--- src/rtl/jtkiwi_sub_bus.sv ---
// Sub CPU bus decoder: comm RAM port, ROM banking, IO selects,
// VBLANK interrupt and sub CPU reset sequencing.
module jtkiwi_sub_bus #(
    parameter int RST_HOLD = 16
) (
    input  logic        rst,
    input  logic        clk,
    input  logic        cen6,
    input  logic        LVBL,
    input  logic        snd_rstn,
    output logic        cpu_rst,
    input  logic [15:0] A,
    input  logic [7:0]  cpu_dout,
    input  logic        mreq_n,
    input  logic        iorq_n,
    input  logic        m1_n,
    input  logic        wr_n,
    output logic [7:0]  cpu_din,
    output logic        int_n,
    output logic        wait_n,
    output logic [12:0] shr_addr,
    output logic [7:0]  shr_din,
    output logic        shr_we,
    input  logic [7:0]  shr_dout,
    output logic [16:0] rom_addr,
    output logic        rom_cs,
    input  logic        rom_ok,
    input  logic [7:0]  rom_data,
    output logic        fm_cs,
    output logic        fm_a0,
    input  logic [7:0]  fm_dout,
    input  logic [7:0]  in0,
    input  logic [7:0]  in1
);

    localparam int CW = $clog2(RST_HOLD + 1);

    typedef enum logic [1:0] {
        RS_HOLD,
        RS_RELEASE,
        RS_RUN
    } rst_st_t;

    typedef enum logic [1:0] {
        WS_IDLE,
        WS_WR,
        WS_DONE
    } wr_st_t;

    rst_st_t       rst_st;
    wr_st_t        wr_st;
    logic [CW-1:0] rst_cnt;
    logic [2:0]    bank;
    logic [2:0]    win_bank;
    logic          ram_cs;
    logic          in0_cs;
    logic          in1_cs;
    logic          lvbl_l;

    logic rom_lo, rom_win, ram_rg, fm_rg;
    logic in0_rg, in1_rg, bank_rg;

    always_comb begin
        rom_lo  = !A[15];
        rom_win = A[15:14] == 2'b10;
        ram_rg  = A[15:13] == 3'b110;
        fm_rg   = A[15:1]  == 15'h7000;
        in0_rg  = A == 16'hE800;
        in1_rg  = A == 16'hE801;
        bank_rg = A == 16'hF000;
    end

    // 3-bit add so the window wraps: bank 6 -> 0, bank 7 -> 1
    assign win_bank = bank + 3'd2;
    assign wait_n   = !(rom_cs && !rom_ok);
    assign fm_a0    = A[0];

    always_ff @(posedge clk or posedge rst) begin
        if (rst) begin
            rst_st  <= RS_HOLD;
            rst_cnt <= '0;
            cpu_rst <= 1'b1;
        end else if (!snd_rstn) begin
            rst_st  <= RS_HOLD;
            rst_cnt <= '0;
            cpu_rst <= 1'b1;
        end else begin
            case (rst_st)
                RS_HOLD: begin
                    rst_st  <= RS_RELEASE;
                    rst_cnt <= '0;
                    cpu_rst <= 1'b1;
                end
                RS_RELEASE: begin
                    if (cen6) begin
                        if (rst_cnt == CW'(RST_HOLD - 1)) begin
                            rst_st  <= RS_RUN;
                            cpu_rst <= 1'b0;
                        end else begin
                            rst_cnt <= rst_cnt + 1'b1;
                        end
                    end
                end
                RS_RUN:  cpu_rst <= 1'b0;
                default: rst_st <= RS_HOLD;
            endcase
        end
    end

    always_ff @(posedge clk or posedge rst) begin
        if (rst) begin
            rom_cs   <= 1'b0;
            ram_cs   <= 1'b0;
            fm_cs    <= 1'b0;
            in0_cs   <= 1'b0;
            in1_cs   <= 1'b0;
            rom_addr <= '0;
        end else begin
            rom_cs <= !mreq_n && (rom_lo || rom_win);
            ram_cs <= !mreq_n && ram_rg;
            fm_cs  <= !mreq_n && fm_rg;
            in0_cs <= !mreq_n && in0_rg;
            in1_cs <= !mreq_n && in1_rg;
            if (!mreq_n && rom_lo)
                rom_addr <= {2'b00, A[14:0]};
            else if (!mreq_n && rom_win)
                rom_addr <= {win_bank, A[13:0]};
        end
    end

    always_ff @(posedge clk or posedge rst) begin
        if (rst) begin
            cpu_din <= 8'hFF;
        end else begin
            if (rom_cs) begin
                if (rom_ok) cpu_din <= rom_data;
            end else if (ram_cs) begin
                cpu_din <= shr_dout;
            end else if (fm_cs) begin
                cpu_din <= fm_dout;
            end else if (in0_cs) begin
                cpu_din <= in0;
            end else if (in1_cs) begin
                cpu_din <= in1;
            end else begin
                cpu_din <= 8'hFF;
            end
        end
    end

    // One strobe per Z80 write, however long wr_n stays low
    always_ff @(posedge clk or posedge rst) begin
        if (rst) begin
            wr_st    <= WS_IDLE;
            shr_we   <= 1'b0;
            shr_addr <= '0;
            shr_din  <= '0;
            bank     <= '0;
        end else if (!snd_rstn) begin
            wr_st  <= WS_IDLE;
            shr_we <= 1'b0;
            bank   <= '0;
        end else begin
            if (!mreq_n && wr_n && ram_rg)
                shr_addr <= A[12:0];
            case (wr_st)
                WS_IDLE: begin
                    shr_we <= 1'b0;
                    if (!mreq_n && !wr_n) begin
                        wr_st <= WS_WR;
                        if (ram_rg) begin
                            shr_we   <= 1'b1;
                            shr_addr <= A[12:0];
                            shr_din  <= cpu_dout;
                        end
                        if (bank_rg) bank <= cpu_dout[2:0];
                    end
                end
                WS_WR: begin
                    shr_we <= 1'b0;
                    wr_st  <= WS_DONE;
                end
                WS_DONE: begin
                    shr_we <= 1'b0;
                    if (wr_n || mreq_n) wr_st <= WS_IDLE;
                end
                default: begin
                    shr_we <= 1'b0;
                    wr_st  <= WS_IDLE;
                end
            endcase
        end
    end

    // An acknowledge in the same clk as a new edge wins
    always_ff @(posedge clk or posedge rst) begin
        if (rst) begin
            int_n  <= 1'b1;
            lvbl_l <= 1'b1;
        end else begin
            lvbl_l <= LVBL;
            if (!snd_rstn)
                int_n <= 1'b1;
            else if (!iorq_n && !m1_n)
                int_n <= 1'b1;
            else if (lvbl_l && !LVBL)
                int_n <= 1'b0;
        end
    end

endmodule

--- config.mk ---
export PLATFORM = sky130hd
export DESIGN_NAME = jtkiwi_sub_bus
export DESIGN_NICKNAME = d
export VERILOG_FILES = /design/src/rtl/jtkiwi_sub_bus.sv
export SDC_FILE = /design/constraint.sdc
export NUM_CORES = 1
export LEC_CHECK = 0
export CORE_UTILIZATION = 40
export DETAILED_ROUTE_END_ITERATION = 8
export GPL_TIMING_DRIVEN = 0
export MAX_ROUTING_LAYER = met4
export PLACE_DENSITY_LB_ADDON = 0.25
export SYNTH_ARGS = -nofsm -noshare
export SYNTH_HDL_FRONTEND = slang
export SYNTH_SLANG_ARGS = --single-unit
--- constraint.sdc ---
create_clock -name clk -period 4.7 [get_ports clk]
set_input_delay 1.175 -clock clk [delete_from_list [all_inputs] [get_ports clk]]
set_output_delay 1.175 -clock clk [all_outputs]
set_load 0.01 [all_outputs]
After elaboration in Yosys (flattened, before gate mapping)
Cells that the tools add are included.
{ "totals": {"latch_bits": 0, "register_bits": 67, "n_memories": 0, "output_inout_bits": 53, "in_bits": 74, "ram_bits": 0, "word_cells": 114, "rom_bits": 0} }
{ "op_classes": {"multipliers": 0, "n_eq_ne": 24, "muxes": 39, "n_reduce_logical": 32, "order_cmp": 0, "bitwise_logic": 0, "shift": 0, "n_addsub": 2, "div": 0} }
{ "ops": {"columns": ["cell", "count"], "rows": [
  ["$mux 13", 4],
  ["$eq 16x16->1 const B", 3],
  ["$mux 8", 6],
  ["$mux 17", 2],
  ["$eq 15x15->1 const B", 1],
  ["$mux 5", 3],
  ["$ne 3x3->1 const B", 5],
  ["$logic_and 1x1->1", 13],
  ["$mux 2", 6],
  ["$mux 3", 4],
  ["$pmux 2 s3", 2],
  ["$reduce_and 3->1", 4],
  ["$mux 1", 10],
  ["$pmux 5 s2", 1],
  ["$logic_not 1->1", 8],
  ["$ne 2x1->1 const B", 4],
  ["$eq 2x2->1 const B", 3],
  ["$ne 3x1->1 const B", 2],
  ["$add 5x1->5 const B", 1],
  ["$eq 5x4->1 const B", 1],
  ["$eq 2x1->1 const B", 2],
  ["$logic_not 2->1", 2],
  ["$ne 4x1->1 const B", 1],
  ["$reduce_and 4->1", 1],
  ["other kinds (7)", 8]
]} }

Longest topological paths before layout
Gate-level depths: netlist of the first run.
{ "logic_depth": {"word_depth": 7, "mapped_depth": 7, "ltp_nobuf": 7} }

Worst setup path after synthesis of the first run
OpenSTA, ideal clock, no wires.
{ "synth_path": {"kind": "input-to-output", "from": "input port rom_ok", "to": "output port wait_n", "path_stages": 2, "path_buffers": 1, "arrival_time_ns": 1.752, "slack_ns": 1.773, "t_required_ns": 3.525, "cell_sequence": "clkbuf_1 > nand2b_1"} }
{ "synth_between": {"elab_chain_cells": 3} }
{ "synth_lines": {"columns": ["item", "line_no", "text"], "rows": [
  ["start: declaration", "27", "input logic rom_ok,"],
  ["$logic_not 1->1", "75", "assign wait_n = !(rom_cs && !rom_ok);"],
  ["$logic_and 1x1->1", "75", null],
  ["$logic_not 1->1", "75", null],
  ["end: declaration", "20", "output logic wait_n,"]
]} }
No other way between the ends.

Worst setup path in the final report of the first run
{ "layout_path": {"from": "input port A[0]", "to": "output port fm_a0"} }
{ "layout_rtl": {"columns": ["item", "line_no", "text"], "rows": [
  ["start: declaration", "12", "input logic [15:0] A,"],
  ["end: declaration", "30", "output logic fm_a0,"]
]} }
No word-level cell between the ends.

==> results of run 1 <==
layer usage:
metal | share of wire [%] | vias up | wire [um]
met5 | 0 | - | 0
met4 | 1.8 | 0 | 138
met3 | 5.8 | 13 | 439
met2 | 47 | 87 | 3569
met1 | 45 | 1239 | 3447
li1 | - | 1229 | -
worst max-delay path by stage:
stage,depth (start not counted),slack [ps],to,from
floorplan,2,1770,wait_n,rom_ok
global placement,2,690,rom_cs$_DFF_PP0_,rst
detailed placement,3,1100,fm_a0,A[0]
CTS,3,1090,fm_a0,A[0]
global route,3,1040,fm_a0,A[0]
finish,3,1080,fm_a0,A[0]
flip-flops by register name, summed over array words and instances (netlist names):
signal	cells
in0_cs	1
rom_cs	1
fm_cs	1
int_n	1
cpu_din	8
rom_addr	17
shr_din	8
rst_cnt	5
rst_st	2
ram_cs	1
in1_cs	1
shr_addr	13
bank	3
shr_we	1
cpu_rst	1
lvbl_l	1
wr_st	2
layout make-up:
cell class,instances,area (um2),area share [%]
Multi-Input combinational cell,172,1391,29.27
Clock inverter,5,35.03,0.7370
Sequential cell,67,1690,35.56
Timing Repair Buffer,123,1231,25.90
Inverter,9,36.28,0.7634
Buffer,16,90.09,1.895
Clock buffer,11,151.4,3.185
Tap cell,102,127.6,2.685
critical path, delay by kind of cell:
| family | cells | cell delay, ps |
|---|---|---|
| buffers and inverters | 3 | 1260 |
placed cells by master, fill, tap and decap left out, drive strengths merged, types with 2 or more instances in the layout:
cell type / instances
nand3: 6
nor4b: 2
dfstp: 11
clkinv: 2
a31oi: 2
dfrtp: 56
buf: 7
clkbuf: 20
xnor2: 2
nor4: 2
a21oi: 3
inv: 11
a22o: 3
mux2i: 11
a211oi: 8
nand3b: 2
clkdlybuf4s50: 123
and2: 3
mux2: 35
nand2: 11
a2111oi: 8
nor3: 13
nor2b: 9
o21ai: 6
nand2b: 2
ha: 6
nor3b: 17
nor2: 9
kinds of logic after synthesis:
family          Yosys count
compound gates           36
xor+xnor                  3
fa+ha+maj                 6
buf+inv                  25
flops                    67
mux                      46
simple gates             81
cell usage after synthesis, types with 8 or more instances:
cell type                   number
sky130_fd_sc_hd__a2111oi_0       8
sky130_fd_sc_hd__a211oi_1        8
sky130_fd_sc_hd__clkbuf_1        9
sky130_fd_sc_hd__dfrtp_1        56
sky130_fd_sc_hd__dfstp_2        11
sky130_fd_sc_hd__inv_1           9
sky130_fd_sc_hd__mux2_2         25
sky130_fd_sc_hd__mux2_4         10
sky130_fd_sc_hd__mux2i_1        11
sky130_fd_sc_hd__nand2_1        11
sky130_fd_sc_hd__nor2_1          9
sky130_fd_sc_hd__nor2b_1         9
sky130_fd_sc_hd__nor3_1         13
sky130_fd_sc_hd__nor3b_1        17
power groups by stage:
| stage | registers (mW) | clock network [mW] | logic (mW) |
|---|---|---|---|
| final | 0.685 | 0.449 | 0.371 |
| after global routing | 0.695 | 0.488 | 0.397 |
| after CTS | 0.686 | 0.466 | 0.376 |
| after detailed placement | 0.696 | 0 | 0.375 |
| after global placement | 0.694 | 0 | 0.369 |
| after floorplan | 0.725 | 0 | 0.119 |
==> run summary, run 1 <==
The floorplan step defined a die boundary enclosing 8376 um2. For the detailed-route DRC error count, the log shows 0. The height of the die is 91.52 um. The critical path class was input port to primary output. For the utilization of the core after routing, the log shows 61.51%.

At the end of routability-driven placement, the weighted congestion stood at 0.8562. In the routed layout, each cell is associated on average with a via count of 5.085. The number of nets in the synthesized netlist is 344.

Once the clock tree was built, the setup fixing pass inserted 0 buffers. Counting every instance in the synthesized netlist gives 264. The final hold violation count was 0; the number of cells on the worst reg-to-reg path was 7. For hold timing, the worst endpoint is rom_addr[4]$_DFFE_PP0P_. The tools report the highest clock rate as 0.2766 GHz. The post-route netlist has 18.11% of its cells at a drive strength greater than 1. The mux cell area share after synthesis was 16.90%. Summed over all nets, the switching power comes to 0.3980 mW. The maximum fanout encountered on the critical timing path was 5. TritonCTS built the clock tree. For this run, global-route usage on met1 was measured as 25.72%. For the post-detailed-routing wire length, the log shows 7.594 mm.

For this design, the CTS-stage hold fixing added 0 buffers. Summed over all layers, the global routing overflow is 0. Most frequently used flop master after synthesis: sky130_fd_sc_hd__dfrtp_1. In this run, post-CTS repair resized a total of 0 instances. The worst pin sits at a relative slew slack of 45.46%.

The most numerous cell type found on the critical path is sky130_fd_sc_hd__clkdlybuf4s50_1. The synthesized netlist devotes 8.236% of its cell area to compound gates. STA puts the critical path data arrival time at 2440 ps. A synthesized cell averages 12.14 um2.

The tools report the final non-filler cell total as 505. Net switching is 26.44% of the power. The placed instances occupy a cell area of 4567 um2. The clock insertion delay at the later pin of the skew report was 340 ps. The worst slack on hold paths came out at 509.0 ps. After filler insertion, the fill cell instance count of the layout stands at 638.

STA puts the critical path data required time at 3520 ps. In this run the core area contains 32 standard-cell rows. After Yosys synthesis, XOR and XNOR cells account for 0.8197% of the synthesized area.

The run gives 127 as the number of top-level pins. The worst register-to-register path ends at rst_cnt[2]$_DFFE_PP0P_. Of the total power, registers draw 45.5%. The number of flops mapped to enable cells by yosys was 0; the internal portion of total power was 1.107 mW. In the global route stage, overall resource usage came out at 19.68%. For this run, global-route usage on met3 was measured as 3.518%. The tools report the largest voltage drop on the vdd net as 198.5 uV. The source of the worst hold timing path is rom_addr[4]$_DFFE_PP0P_. After the first detailed-routing iteration, the DRC count stood at 78.

Entering global routing, the biggest net connects 68 pins. Startpoint type of the worst setup path: an input port. At the pin with the least slew margin, the transition time is 818.0 ps. Compared with the post-synthesis result, the final layout area differs by 48.28%. Per report_power, the clock group accounts for 29.9% of the total. The port buffer count is 123, and the setup total negative slack is 0 ps. The tools report the effective utilization at floorplan as 41.48%.

Clock-pin slew was measured on the worst setup and hold paths at 70 ps. Yosys printed 0 warnings. The worst path meets setup with 1084 ps of slack.

By area, the combinational part of the netlist is dominated by multiplexers. Across the run, the number of max-cap violations was 0. The count of TritonRoute iterations in the first routing pass was 4. Count of different cell masters after synthesis: 42.

Detailed placement finished with a half-perimeter wire length of 5.657 mm. The global routing stage identified its most utilized layer as met2. The largest individual stage delay along the critical path comes from the cell sky130_fd_sc_hd__clkdlybuf4s50_1. The count of inserted antenna diode cells is 0, and the placeable core area is 7727 um2. The portion of synthesized cell area occupied by the leading cell type is 43.72%. Power spread over the standard cell area amounts to 316.7 nW/um2.

Between clock sinks in the finished design, the worst skew comes to 11.65 ps. The run gives 52.73% as the sequential-to-total area share from yosys stat. The biggest cell delay along the critical path is 590 ps, and the floorplan die width is 91.52 um.

The detail-routed net length per standard cell was 15.04 um. Number of stages on the worst hold path: 1. The cell taking the most area after synthesis was sky130_fd_sc_hd__dfrtp_1. The signal on the critical path passes through clkdlybuf4s50_1 > buf_4 > clkdlybuf4s50_1. Setup repair after global routing left no endpoint under its margin. The final layout contains 478 nets.

The number of levels the H-tree was split into was 3. The tools report the number of buffers on the longest clock path as 2. The worst setup path is captured at a primary output.

The worst hold path belongs to the class register to register. The logs give 0 for the post-detailed-route count of antenna-violating nets and 0 for the count of final max-slew check failures. The synthesized-area fraction occupied by and/or/nand/nor cells is 15.11%, and the count of placed standard cells including taps is 489. The synthesized netlist devotes 2.342% of its cell area to adder and majority cells. The tree is rooted in a sky130_fd_sc_hd__clkbuf_8. The logs give 1096 ps for the minimum setup slack after placement and 2474 for the via count of the first global-routing pass.

After synthesis, the cell types taking the most area are sky130_fd_sc_hd__dfrtp_1 44%, sky130_fd_sc_hd__dfstp_2 9.0%, sky130_fd_sc_hd__mux2_2 8.8%, sky130_fd_sc_hd__mux2_4 4.7%, sky130_fd_sc_hd__nor3b_1 4.0%. In the finished design, the share of the clock period the worst path needs comes to 76.93%. Once layout is done, the placed cells without fillers occupy 4753 um2. Subtracting the final worst setup slack from the clock period gives 3616 ps.

Setup violations remaining at the end of the flow were counted as 0. The flow ran to the end, and the final reports show no timing, DRC or antenna violations. In this run the cell area of the synthesized design comes to 3206 um2.

Across all register-to-register paths, the minimum setup slack is 2900 ps. Clock tree synthesis inserted a total of 9 buffers. For this run, global-route usage on met2 was measured as 30.01%.

The CTS sink count is 67, and the overall power of the completed layout is 1.505 mW. Synthesis inferred 67 register bits. Combinational logic is responsible for 24.6% of the overall power. The tools report the via count as 2568.

The start of the worst register-to-register path is rst_cnt[0]$_DFFE_PP0P_. The post-synthesis async set-or-reset flop share is 100.0%, and the wire length of the first global-routing pass is 12.42 mm. In this run the static leakage power is 1.981 nW. The run gives 0 as the number of antenna violations at the first check in global routing.
Note: power is estimated with default switching activity, not from simulation.
==> run 2: changes to the inputs <==
Clock period 4.7 ns to 3.6 ns, I/O delays scaled along.
==> results of run 2 <==
Same layout as run 1 (identical final DEF). Status: finished clean.
Among the figures that moved: setup slack after placement 1096 ps -> 546.0 ps; setup slack after layout 1084 ps -> 534.4 ps; register-to-register setup slack 2900 ps -> 1800 ps; total power 1.505 mW -> 1.965 mW; worst IR drop on VDD 198.5 uV -> 259.2 uV
==> variant 1 (config.mk and constraints of run 1) <==
Change the parameter `RST_HOLD` from 16 to 64.
--- a/src/rtl/jtkiwi_sub_bus.sv
+++ b/src/rtl/jtkiwi_sub_bus.sv
@@ -2,5 +2,5 @@
 // VBLANK interrupt and sub CPU reset sequencing.
 module jtkiwi_sub_bus #(
-    parameter int RST_HOLD = 16
+    parameter int RST_HOLD = 64
 ) (
     input  logic        rst,
Check against the original RTL: same outputs for any inputs over 10 cycles, from zero or initial values and one cycle with rst high; that may be too few to reach the edited logic, so the function may still have changed.
==> variant 1 against run 1 <==
- first-iteration DRC count is 67% higher
- synthesized cell count is 3.4% higher
- design area grew 1.6%
- area after synthesis rose by 0.62%
- combinational power down 2%
- routed wire length up 6.9%
- power grew 6.4%
- setup slack gained 66 ps
- sequential cell count rose by 2
==> variant 1: results (changes against run 1) <==
Final layout
The post-layout instance count excluding filler cells is 516 (was 505). The total area of multi-input combinational cells is 1400 um^2 (was 1390 um^2). The net count reported at finish is 488 (was 478). The non-clock buffer instance count of the final layout was 136 (was 139). The number of combinational gates with multiple inputs is 182 (was 172). The share of the core filled with cells is 62.2% (was 61.5%).

The non-clock inverter instance count of the final layout was 11 (was 9). The share of layout cells above drive strength 1 is 15.7% (was 18.1%). The sequential standard cell area is 1740 um^2 (was 1690 um^2).

The number of fill cells was 640 (was 638).

Placement
The count of buffers inserted at the top-level ports was 125 (was 123). The placement-stage cell area is 4610 um^2 (was 4570 um^2). The last weighted congestion value of the routability-driven placer is 0.803 (was 0.856).

Worst setup path
The depth of the worst register-to-register path was 5 (was 7). The maximum cell stage delay along the critical path is 550 ps (was 590 ps). The end of the worst register-to-register path is rst_cnt[1] (was rst_cnt[2]). The internal reg-to-reg setup slack is 2730 ps (was 2900 ps).

Timing
The worst slack on hold paths is 495 ps (was 509 ps). The slew at the pin with the worst max-slew slack was 833 ps (was 818 ps). The clock skew is 10.4 ps (was 11.6 ps).

Clock tree
The number of clock sinks seen by CTS is 69 (was 67).

Synthesis
The post-synth net total was 352 (was 344). Most numerous cell types in the synthesized netlist: sky130_fd_sc_hd__dfrtp_1 (58), sky130_fd_sc_hd__mux2_2 (33), sky130_fd_sc_hd__nor3b_1 (17), sky130_fd_sc_hd__nor3_1 (13) (was sky130_fd_sc_hd__dfrtp_1 (56), sky130_fd_sc_hd__mux2_2 (25), sky130_fd_sc_hd__nor3b_1 (17), sky130_fd_sc_hd__nor3_1 (13)). The per-instance average area after synthesis was 11.8 um^2 (was 12.1 um^2). The sequential cell area fraction in the yosys report is 54.0% (was 52.7%).

Global routing
The pin count of the biggest net entering global routing is 70 (was 68). The met1 global-route usage is 26.9% (was 25.7%). The via count of the first global-routing pass is 2670 (was 2474).

Run status
Run status: finished clean (unchanged).

Pwr
The leakage dissipation is 0.00193 uW (was 0.00198 uW). The switching share of power is 25.5% (was 26.4%).

Drt
The total met3 wirelength after detailed routing came to 410 um (was 439 um). The number of violations reported at the end of detailed-routing iteration 0 is 130 (was 78).
## variant 1: cell count changes in the layout (fill, tap and decap cells not counted), sizes merged, moves of 3 or more
cell   change
or4        +3
buf        -6
mux2i      -3
a21oi      +4
o21ai      +4
## variant 1: kinds of logic (layout without fill, tap and decap cells)
logic type,count (synthesis),in the layout,share of synthesized area (%)
compound gates,51,51,11.2
xor+xnor,1,1,0.272
fa+ha+maj,5,5,1.94
buf+inv,22,163,2.68
flops,69,69,54.0
mux,43,43,14.7
simple gates,82,82,15.2
## variant 1: worst max-delay path: cells and delay by family
family	cells	cell delay [ps]
buffers and inverters	3	1200
## variant 1: how the worst max path moves through the flow
stage	slack (ps)	to	cells after the start
after floorplan	1770	wait_n	2
after global placement	560	shr_addr[2]	2
after detailed placement	1150	wait_n	3
after CTS	1150	fm_a0	3
after global routing	1070	wait_n	3
final	1150	fm_a0	3
==> variant 2 (config.mk and constraints of run 1) <==
Without the edit above. Make the reset (`rst`) synchronous in 5 clocked blocks.
--- a/src/rtl/jtkiwi_sub_bus.sv
+++ b/src/rtl/jtkiwi_sub_bus.sv
@@ -76,5 +76,5 @@
     assign fm_a0    = A[0];
 
-    always_ff @(posedge clk or posedge rst) begin
+    always_ff @(posedge clk) begin
         if (rst) begin
             rst_st  <= RS_HOLD;
@@ -108,5 +108,5 @@
     end
 
-    always_ff @(posedge clk or posedge rst) begin
+    always_ff @(posedge clk) begin
         if (rst) begin
             rom_cs   <= 1'b0;
@@ -129,5 +129,5 @@
     end
 
-    always_ff @(posedge clk or posedge rst) begin
+    always_ff @(posedge clk) begin
         if (rst) begin
             cpu_din <= 8'hFF;
@@ -150,5 +150,5 @@
 
     // One strobe per Z80 write, however long wr_n stays low
-    always_ff @(posedge clk or posedge rst) begin
+    always_ff @(posedge clk) begin
         if (rst) begin
             wr_st    <= WS_IDLE;
@@ -194,5 +194,5 @@
 
     // An acknowledge in the same clk as a new edge wins
-    always_ff @(posedge clk or posedge rst) begin
+    always_ff @(posedge clk) begin
         if (rst) begin
             int_n  <= 1'b1;
Check against the original RTL: differs if rst is asserted again (counterexample within 4 cycles, from zero or initial values and one cycle with rst high); with rst held inactive, the same outputs for 10 cycles.
==> variant 2 against run 1 <==
- via count increased by 9.9%
- highest routed layer unchanged
- sequential cell count unchanged
- die area decreased by 8.9%
- critical endpoint unchanged
- routed wire length increased by 7.4%
- maximum frequency increased by 0.11%
- design area decreased by 5.5%
- synthesized cell count increased by 25%
- worst hold slack got worse by 48 ps
- critical path type unchanged
- setup slack improved by 3.9 ps
- area after synthesis decreased by 9.1%
Power is not compared: it rests on default switching activity, and its combinational part moved more than twofold at a synthesized area within 25%.
==> variant 2: results (changes against run 1) <==
Placement
The last weighted congestion value of the routability-driven placer is 0.780 (was 0.856). The sum of net half-perimeters after detailed placement is 6.19 mm (was 5.66 mm). The worst setup slack after placement is 1080 ps (was 1100 ps).

The instance count after placement with tap cells included is 549 (was 489).

Global routing
The wire length of the first global-routing pass was 13.0 mm (was 12.4 mm). The total track usage is 23.0% (was 19.7%). The pin count of the biggest net entering global routing came to 13 (was 68). The via count of the first global-routing pass is 2790 (was 2474). The number of antenna violations at the first check in global routing is 0 (unchanged).

Worst setup path
The depth of the worst register-to-register path was 8 (was 7). The endpoint arrival time on the critical path is 2440 ps (about the same). The highest net fanout along the worst path is 6 (was 5).

The reg-to-reg startpoint is rst_cnt[0] (unchanged). The end of the worst register-to-register path was rst_cnt[3] (was rst_cnt[2]).

Timing
The clock skew is 8.38 ps (was 11.6 ps). The worst slack on hold paths is 461 ps (was 509 ps). The worst slew margin relative to its limit is 67.1% (was 45.5%).

Synthesis
The post-synth net total is 410 (was 344). Most numerous cell types in the synthesized netlist: sky130_fd_sc_hd__dfxtp_1 (67), sky130_fd_sc_hd__a21oi_1 (38), sky130_fd_sc_hd__nand2_1 (36), sky130_fd_sc_hd__nor2_1 (35), sky130_fd_sc_hd__mux2i_1 (22) (was sky130_fd_sc_hd__dfrtp_1 (56), sky130_fd_sc_hd__mux2_2 (25), sky130_fd_sc_hd__nor3b_1 (17), sky130_fd_sc_hd__nor3_1 (13)). The synthesized-area fraction occupied by ao, oa, aoi and oai cells is 16.2% (was 8.24%). The per-instance average area after synthesis came to 8.86 um^2 (was 12.1 um^2).

The synthesized-area fraction occupied by adder cells is 3.01% (was 2.34%). The post-synthesis xor/xnor area fraction came to 0.902% (was 0.820%). Top cells by area, synth: sky130_fd_sc_hd__dfxtp_1 (46%), sky130_fd_sc_hd__mux2i_1 (7.6%), sky130_fd_sc_hd__a21oi_1 (6.5%) (was sky130_fd_sc_hd__dfrtp_1 (44%), sky130_fd_sc_hd__dfstp_2 (9.0%), sky130_fd_sc_hd__mux2_2 (8.8%)). The share of flip-flops with an asynchronous set or reset is 0% (was 100%). The post-synthesis mux area share is 10.6% (was 16.9%). The sequential cell area fraction in the yosys report is 46.0% (was 52.7%).

Drt
The number of vias per cell is 4.99 (was 5.09). The wire length per cell is 14.4 um (was 15.0 um). The number of violations reported at the end of detailed-routing iteration 0 is 85 (was 78).

Final layout
The post-layout instance count excluding filler cells is 565 (was 505). The share of layout cells above drive strength 1 came to 8.10% (was 18.1%).

Worst hold path
The number of instances on the worst hold path is 2 (was 1). The launch point of the worst hold path is rom_addr[13] (was rom_addr[4]). The worst hold endpoint is rom_addr[13] (was rom_addr[4]).

Pwr
IR analysis of the VDD net gives a maximum drop of 0.249 mV.

Run status
Run status: finished clean (unchanged).

Clock tree
The root cell of the clock tree is sky130_fd_sc_hd__clkbuf_8 (unchanged).
variant 2: power by group:
part	leakage (uW)	switching [uW]	internal, uW
logic	0.00106	73.5	104
registers	0.000545	8.97	583
clock network	0.000113	223	298
total	0.00172	306	984
variant 2: routing by layer:
layer	wire length [um]	global-route usage, %
met5	0	-
met4	87	6.71
met3	709	7.30
met2	3670	37.7
met1	3690	27.0
variant 2: layout make-up:
class / instances / area share [%]
multi-input cells: 224 / 31.4
flip-flops and latches: 67 / 29.9
repair buffers: 124 / 27.6
clock buffers: 9 / 2.76
well taps: 96 / 2.67
plain buffers: 21 / 2.20
clock inverters: 7 / 2.06
inverters: 17 / 1.42
variant 2: per-stage QoR:
step                      util [%]  total power [uW]  area [um^2]
after floorplan                  -               670         2910
after global placement        61.9               778         4280
after detailed placement      61.9               782         4280
after CTS                     65.0              1300         4490
after global routing          65.0              1350         4490
final                         65.0              1290         4490
variant 2: how the worst max path moves through the flow:
stage / from / end / slack [ps]
global placement: A[0] / fm_a0 / 1110
CTS: A[0] / fm_a0 / 1080
finish: A[0] / fm_a0 / 1090
global route: A[0] / fm_a0 / 1050
detailed placement: A[0] / fm_a0 / 1080
floorplan: rom_ok / wait_n / 1880
variant 2: cells by family after synthesis:
| kind of cell | after synthesis |
|---|---|
| DFF | 67 |
| xor gates and xnor gates | 3 |
| buffers and inverters | 38 |
| and+or+nand+nor | 106 |
| AOI/OAI and AO/OA | 78 |
| adders and majority gates | 7 |
| muxes | 30 |
variant 2: worst max-delay path, stage by stage:
cell and delay [ps]:
sky130_fd_sc_hd__clkdlybuf4s50_1 590, sky130_fd_sc_hd__buf_4 150, sky130_fd_sc_hd__clkdlybuf4s50_1 520
